## src/rtl/bg_vram_rd_responder.sv

```systemverilog
// BG VRAM read responder: credit-gated read issue, fixed-latency return pipe and in-order response FIFO.
// Optional define BG_VRAM_RSP_ADDR_EN adds rsp_addr carried alongside the read data.
module bg_vram_rd_responder #(
  parameter int ADDR_W  = 15,
  parameter int DATA_W  = 32,
  parameter int MEM_LAT = 2,
  parameter int DEPTH   = 4
) (
  input  logic              clk,
  input  logic              rst_b,
  input  logic              flush,
  input  logic              req_valid,
  output logic              req_ready,
  input  logic [ADDR_W-1:0] req_addr,
  output logic              rsp_valid,
  input  logic              rsp_ready,
  output logic [DATA_W-1:0] rsp_data,
`ifdef BG_VRAM_RSP_ADDR_EN
  output logic [ADDR_W-1:0] rsp_addr,
`endif
  input  logic              cpu_we,
  input  logic [ADDR_W-1:0] cpu_addr,
  input  logic [DATA_W-1:0] cpu_wdata,
  output logic              mem_re,
  output logic              mem_we,
  output logic [ADDR_W-1:0] mem_addr,
  output logic [DATA_W-1:0] mem_wdata,
  input  logic [DATA_W-1:0] mem_rdata
);

  localparam int PTR_W = $clog2(DEPTH);
  localparam int CNT_W = PTR_W + 1;
  localparam int SUM_W = CNT_W + 1;

  logic [MEM_LAT-1:0] vld_r;
  logic [DATA_W-1:0]  fifo_data_r [DEPTH];
  logic [PTR_W-1:0]   wr_ptr_r;
  logic [PTR_W-1:0]   rd_ptr_r;
  logic [CNT_W-1:0]   count_r;
  logic [SUM_W-1:0]   inflight_s;
  logic [SUM_W-1:0]   occupancy_s;
  logic               credit_ok_s;
  logic               accept_s;
  logic               push_s;
  logic               pop_s;

  // Reads in flight: popcount of the return pipe.
  always_comb begin
    inflight_s = '0;
    for (int i = 0; i < MEM_LAT; i++) begin
      inflight_s = inflight_s + SUM_W'(vld_r[i]);
    end
  end

  // Every in-flight read already owns a FIFO slot, so the FIFO cannot overflow.
  assign occupancy_s = inflight_s + SUM_W'(count_r);
  assign credit_ok_s = (occupancy_s < SUM_W'(DEPTH));
  assign req_ready   = rst_b & ~cpu_we & ~flush & credit_ok_s;
  assign accept_s    = req_valid & req_ready;
  assign push_s      = vld_r[MEM_LAT-1];
  assign rsp_valid   = (count_r != CNT_W'(0));
  assign pop_s       = rsp_valid & rsp_ready;
  assign rsp_data    = fifo_data_r[rd_ptr_r];

  // VRAM port mux: CPU write wins over BG read; everything quiet in reset.
  always_comb begin
    mem_re    = 1'b0;
    mem_we    = 1'b0;
    mem_addr  = '0;
    mem_wdata = '0;
    if (!rst_b) begin
      mem_re    = 1'b0;
      mem_we    = 1'b0;
      mem_addr  = '0;
      mem_wdata = '0;
    end else if (cpu_we) begin
      mem_re    = 1'b0;
      mem_we    = 1'b1;
      mem_addr  = cpu_addr;
      mem_wdata = cpu_wdata;
    end else begin
      mem_re    = accept_s;
      mem_we    = 1'b0;
      mem_addr  = req_addr;
      mem_wdata = '0;
    end
  end

  // Return valid pipe; a bit leaving the top marks mem_rdata as live.
  always_ff @(posedge clk or negedge rst_b) begin
    if (!rst_b) begin
      vld_r <= '0;
    end else if (flush) begin
      vld_r <= '0;
    end else begin
      for (int i = MEM_LAT - 1; i > 0; i--) begin
        vld_r[i] <= vld_r[i-1];
      end
      vld_r[0] <= accept_s;
    end
  end

  // Response FIFO storage.
  always_ff @(posedge clk or negedge rst_b) begin
    if (!rst_b) begin
      for (int i = 0; i < DEPTH; i++) begin
        fifo_data_r[i] <= '0;
      end
    end else if (push_s && !flush) begin
      fifo_data_r[wr_ptr_r] <= mem_rdata;
    end
  end

  // FIFO pointers and occupancy; pointers wrap naturally since DEPTH is a power of 2.
  always_ff @(posedge clk or negedge rst_b) begin
    if (!rst_b) begin
      wr_ptr_r <= '0;
      rd_ptr_r <= '0;
      count_r  <= '0;
    end else if (flush) begin
      wr_ptr_r <= '0;
      rd_ptr_r <= '0;
      count_r  <= '0;
    end else begin
      if (push_s) begin
        wr_ptr_r <= wr_ptr_r + PTR_W'(1);
      end
      if (pop_s) begin
        rd_ptr_r <= rd_ptr_r + PTR_W'(1);
      end
      case ({push_s, pop_s})
        2'b10:   count_r <= count_r + CNT_W'(1);
        2'b01:   count_r <= count_r - CNT_W'(1);
        default: count_r <= count_r;
      endcase
    end
  end

`ifdef BG_VRAM_RSP_ADDR_EN
  logic [ADDR_W-1:0] addr_pipe_r [MEM_LAT];
  logic [ADDR_W-1:0] fifo_addr_r [DEPTH];

  // Request address travels with its valid bit, then into the FIFO beside the data.
  always_ff @(posedge clk or negedge rst_b) begin
    if (!rst_b) begin
      for (int i = 0; i < MEM_LAT; i++) begin
        addr_pipe_r[i] <= '0;
      end
      for (int i = 0; i < DEPTH; i++) begin
        fifo_addr_r[i] <= '0;
      end
    end else begin
      for (int i = MEM_LAT - 1; i > 0; i--) begin
        addr_pipe_r[i] <= addr_pipe_r[i-1];
      end
      addr_pipe_r[0] <= req_addr;
      if (push_s && !flush) begin
        fifo_addr_r[wr_ptr_r] <= addr_pipe_r[MEM_LAT-1];
      end
    end
  end

  assign rsp_addr = fifo_addr_r[rd_ptr_r];
`endif

endmodule

```

## config.mk

```make
export PLATFORM = sky130hd
export DESIGN_NAME = bg_vram_rd_responder
export DESIGN_NICKNAME = d
export VERILOG_FILES = /design/src/rtl/bg_vram_rd_responder.sv
export SDC_FILE = /design/constraint.sdc
export NUM_CORES = 1
export LEC_CHECK = 0
export BUFFER_PORTS_ARGS = -buffer_cell sky130_fd_sc_hd__buf_2
export CORE_ASPECT_RATIO = 1.25
export CORE_UTILIZATION = 47
export DETAILED_ROUTE_END_ITERATION = 16
export PLACE_DENSITY = 0.8
export SLEW_MARGIN = 20
export SYNTH_ARGS = -nofsm -noshare
export SYNTH_HDL_FRONTEND = slang
export SYNTH_SLANG_ARGS = --single-unit
```

## constraint.sdc

```tcl
create_clock -name clk -period 6.2 [get_ports clk]
set_clock_uncertainty 0.1 [all_clocks]
set_input_delay 0.93 -clock clk [delete_from_list [all_inputs] [get_ports clk]]
set_output_delay 0.93 -clock clk [all_outputs]
set_load 0.005 [all_outputs]
```

=== Word level (Yosys, flattened, before mapping) ===
Cells that the tools add are included.

* Add/subtract/negate cells: 6
* $lt $le $gt $ge: 4
* Equality and inequality tests: 2
* Mux-type cells: 21
* Bitwise logic cells: 9
* Reduce and logical (&&, ||, !) cells: 7

{| class="wikitable"
|+ Operators by type and width
! kind !! count
|-
| $mux W32 || 5
|-
| $bwmux W128 || 1
|-
| $bmux W32 S2 || 1
|-
| $demux W32 S2 || 1
|-
| $mux W15 || 2
|-
| $mux W2 || 5
|-
| $ge A3 B3 Y1 const B || 2
|-
| $not A2 Y3 || 2
|-
| $pmux W3 S2 || 1
|-
| $reduce_bool A3 Y1 || 2
|-
| $and A1 B1 Y1 || 5
|-
| $add A2 B1 Y2 const B || 2
|-
| $add A2 B3 Y4 || 1
|-
| $lt A4 B3 Y1 const B || 1
|-
| $mux W1 || 4
|-
| $reduce_bool A2 Y1 || 2
|-
| $add A3 B1 Y3 const B || 1
|-
| $lt A3 B1 Y1 const B || 1
|-
| $mux W3 || 1
|-
| $sub A3 B1 Y3 const B || 1
|-
| $add A1 B1 Y2 || 1
|-
| $eq A2 B1 Y1 const B || 1
|-
| $eq A2 B2 Y1 const B || 1
|-
| $logic_and A1 B1 Y1 || 2
|-
| 2 further kinds || 3
|}

* Register bits: 137
* Bits of input ports: 100
* Output and inout bits: 83
* Logic and storage cells: 57

=== Logic depth before layout (Yosys ltp) ===
* Depth in word-level cells: 7
* Mapped depth: 6
* Depth with buffers taken out: 6

=== Worst setup path before layout ===
OpenSTA, ideal clock, no wires.

* Path kind: in2out
* From: in flush
* To: out mem_re
* Data arrival time: 1.600 ns
* Required time: 5.170 ns
* Setup slack: 3.570 ns
* Stages: 4
* Path buffers: 1
* Cell sequence: buf_6 -> nor4b_1 -> o21a_1 -> and2_1

* Cells in the longest elaborated chain, start to end: 6

{| class="wikitable"
|+ Ends and longest elaborated chain
! item !! RTL line !! text
|-
| start, declared || 11 || <nowiki>input logic flush,</nowiki>
|-
| $not A1 Y1 || 58 || <nowiki>assign req_ready = rst_b & ~cpu_we & ~flush & credit_ok_s;</nowiki>
|-
| $and A1 B1 Y1 (2 in series) || 58 ||
|-
| via req_ready || 13 || <nowiki>output logic req_ready,</nowiki>
|-
| $and A1 B1 Y1 || 59 || <nowiki>assign accept_s = req_valid & req_ready;</nowiki>
|-
| $mux W1 || 76 || <nowiki>end else if (cpu_we) begin</nowiki>
|-
| $mux W1 || 71 || <nowiki>if (!rst_b) begin</nowiki>
|-
| end, declared || 24 || <nowiki>output logic mem_re,</nowiki>
|}

The timed path passes the listed nets, and every way through them passes these cells.

=== Worst setup path in the final report ===
* From: in rst_b
* To: out mem_re

* Cells in the longest elaborated chain, start to end: 6

{| class="wikitable"
|+ Ends and longest elaborated chain
! item !! RTL line !! text
|-
| start, declared || 10 || <nowiki>input logic rst_b,</nowiki>
|-
| $and A1 B1 Y1 (3 in series) || 58 ||
|-
| $and A1 B1 Y1 || 59 ||
|-
| $mux W1 || 76 ||
|-
| $mux W1 (*) || 71 ||
|}

Every way passes the cells marked *; elsewhere a longest branch is shown, timed or not.

==> flow_summary.ini <==
[clock_network]
cts_tree = yes
cts_resized = 0
post_cts_buffers = 0
clock_latency_ns = 0.41
clk_pin_slew_ns = 0.05
htreeDepth = 4
clockRootBuffer = clkbuf_16
clock_sinks = 137
cts_max_path_buffers = 2
ctsHoldBuffers = 0
cts_made_buffers = 17

[layout]
layout_common_cells = 181 x buf_2, 135 x dfrtp_1, 129 x mux2_2, 32 x and3_1, 32 x mux4_2
nets = 716
n_antenna_cell = 0
mostFrequentLayoutCell = buf_2
area_growth_syn_to_layout_pct = 23.9
drive_gt1_share_pct = 61.5

[route]
totalWireLength_microns = 14500
drt_iter0_drc = 126
vias = 4297
drc = 0
first_pass_iters = 4
drtAntennaViolNets = 0
wl_met2_microns = 7980
wl_met1_microns = 5730
met3_length_microns = 606
viasPerCell = 5.38
wire_per_inst_microns = 18.1
dr.max_layer_used = met4

[die]
rows = 48
die-area_sq_um = 14600
placeableCoreArea_sq_um = 13800
ios = 183
die_x_microns = 108
initial_utilization_pct = 48.0
die_h_microns = 135

[place]
gp_congestion = 0.892
pre_cts_slack_ns = 2.79
dp_hpwl_microns = 9580
portBuffers = 182

[worst_setup_path]
arrival_ns = 2.36
critPathMaxFanout = 123
endpoint_kind = output pin
cp-start-kind = input pin
worstSetupPathType = input pin to output pin
cp.required_ns = 5.17

[synthesis]
syn_area_sq_um = 6630
synthDistinctLibCells = 30
postSynthAreaPerCell_sq_um = 15.1
ys_seq_area_share_pct = 51.7
synth_seq_cells = 137
synthCells = 439
yosysWarnings = 0
syn_nets = 545

[timing]
period_share_pct = 54.7
grt_setup_unrepaired = false
hold_violations = 0
fin_ws_ns = 2.81
max_freq_ghz = 0.295
worstMarginPinSlew_ns = 0.947
slew_violations = 0
fin_crit_ns = 3.39
maxSlewHeadroom_pct = 36.6
setup_tns_ns = 0
setup_viol = 0

[run_status]
status = finished clean

[global_routing]
antenna_found_initial = 0
gr-usage-all-layers_pct = 21.0
grt_remaining_overflow = 0
grt_max_degree = 124
grt_first_pass_wirelength_microns = 22800
grt_pass1_vias = 4658

[power]
ir_drop_v = 0.000220
p_per_area_nw_per_um2 = 321
power.total_mw = 2.63
power.leakage_nw = 4.36

[worst_hold_path]
hold_class = register to register

[run]
drv_cap = 0
-- sequential cells by signal (all words and copies together) (netlist names) --
register	count
vld_r	2
fifo_data_r	128
wr_ptr_r	2
rd_ptr_r	2
count_r	3
-- cell families after synthesis --
kind of cell,share of synthesized area [%]
compound gates,1.06
fa+ha+maj,1.25
xor+xnor,0.661
mux,35.2
simple gates,6.27
flops,51.7
buf+inv,3.80
-- cell usage after synthesis (all sizes together) --
master / count / share of area, %
nand2: 5 / 0.28
mux2i: 16 / 2.4
mux4: 32 / 11
xor2: 2 / 0.26
or3: 1 / 0.094
a221oi: 1 / 0.13
o21a: 1 / 0.11
fa: 1 / 0.30
nand3: 1 / 0.075
inv: 4 / 0.23
o31ai: 1 / 0.19
xnor2: 3 / 0.40
and3b: 1 / 0.13
o311ai: 1 / 0.13
a21oi: 2 / 0.15
clkbuf: 10 / 0.57
ha: 5 / 0.94
a31oi: 2 / 0.19
nor2: 6 / 0.34
nor4b: 1 / 0.13
nor2b: 19 / 1.9
and3: 32 / 3.0
and2: 3 / 0.28
mux2: 129 / 22
dfrtp: 137 / 52
buf: 22 / 3.0
o32a: 1 / 0.15
-- where the power goes --
part           leakage, nW  total (mW)  switching (mW)  internal [mW]
Sequential            1.88        1.03          0.0702          0.963
Clock                0.317        1.12           0.370          0.752
Combinational         2.17       0.478           0.194          0.284
-- worst max-delay path: stages --
cell     delay, ns
buf_6         0.63
nor4b_1       0.31
o21a_1        0.19
and2_1        0.12
buf_2         0.10
-- cell type report --
cell class,instances,area (sq um)
multi-input combinational,266,2960
fill,1127,5600
clock inverter,13,224
timing repair buffer,184,932
inverter,4,15.0
tap,175,219
clock buffer,19,433
sequential,137,3430
-- layer usage --
layer	vias up	global-route usage [%]
met5	-	0
met4	0	5.86
met3	13	5.12
met2	130	38.7
met1	2199	23.7
li1	1955	-
-- path summary, 6_finish.rpt --
check                           startpoint               end  slack, ns  cells after the start
max                                  rst_b            mem_re       2.81                      5
min                        fifo_data_r[46]   fifo_data_r[46]       0.40                      1
max reg2reg                       vld_r[1]   fifo_data_r[15]       4.00                      3
min reg2reg                fifo_data_r[46]   fifo_data_r[46]       0.40                      1
max in group asynchronous            rst_b   fifo_data_r[15]       4.17                      2
min in group asynchronous            rst_b  fifo_data_r[126]       0.51                      1
-- stage by stage --
| stage | hold slack [ns] | utilization, % | area, sq um | std cells |
|---|---|---|---|---|
| after floorplan | 0.371 | - | 6630 | 439 |
| after global placement | 0.376 | 54.7 | 7550 | 766 |
| after detailed placement | 0.388 | 54.7 | 7550 | 766 |
| after CTS | 0.401 | 59.4 | 8210 | 798 |
| after global routing | 0.411 | 59.4 | 8210 | 798 |
| final | 0.397 | 59.4 | 8210 | 798 |
Power figures use the tool's default switching activity.
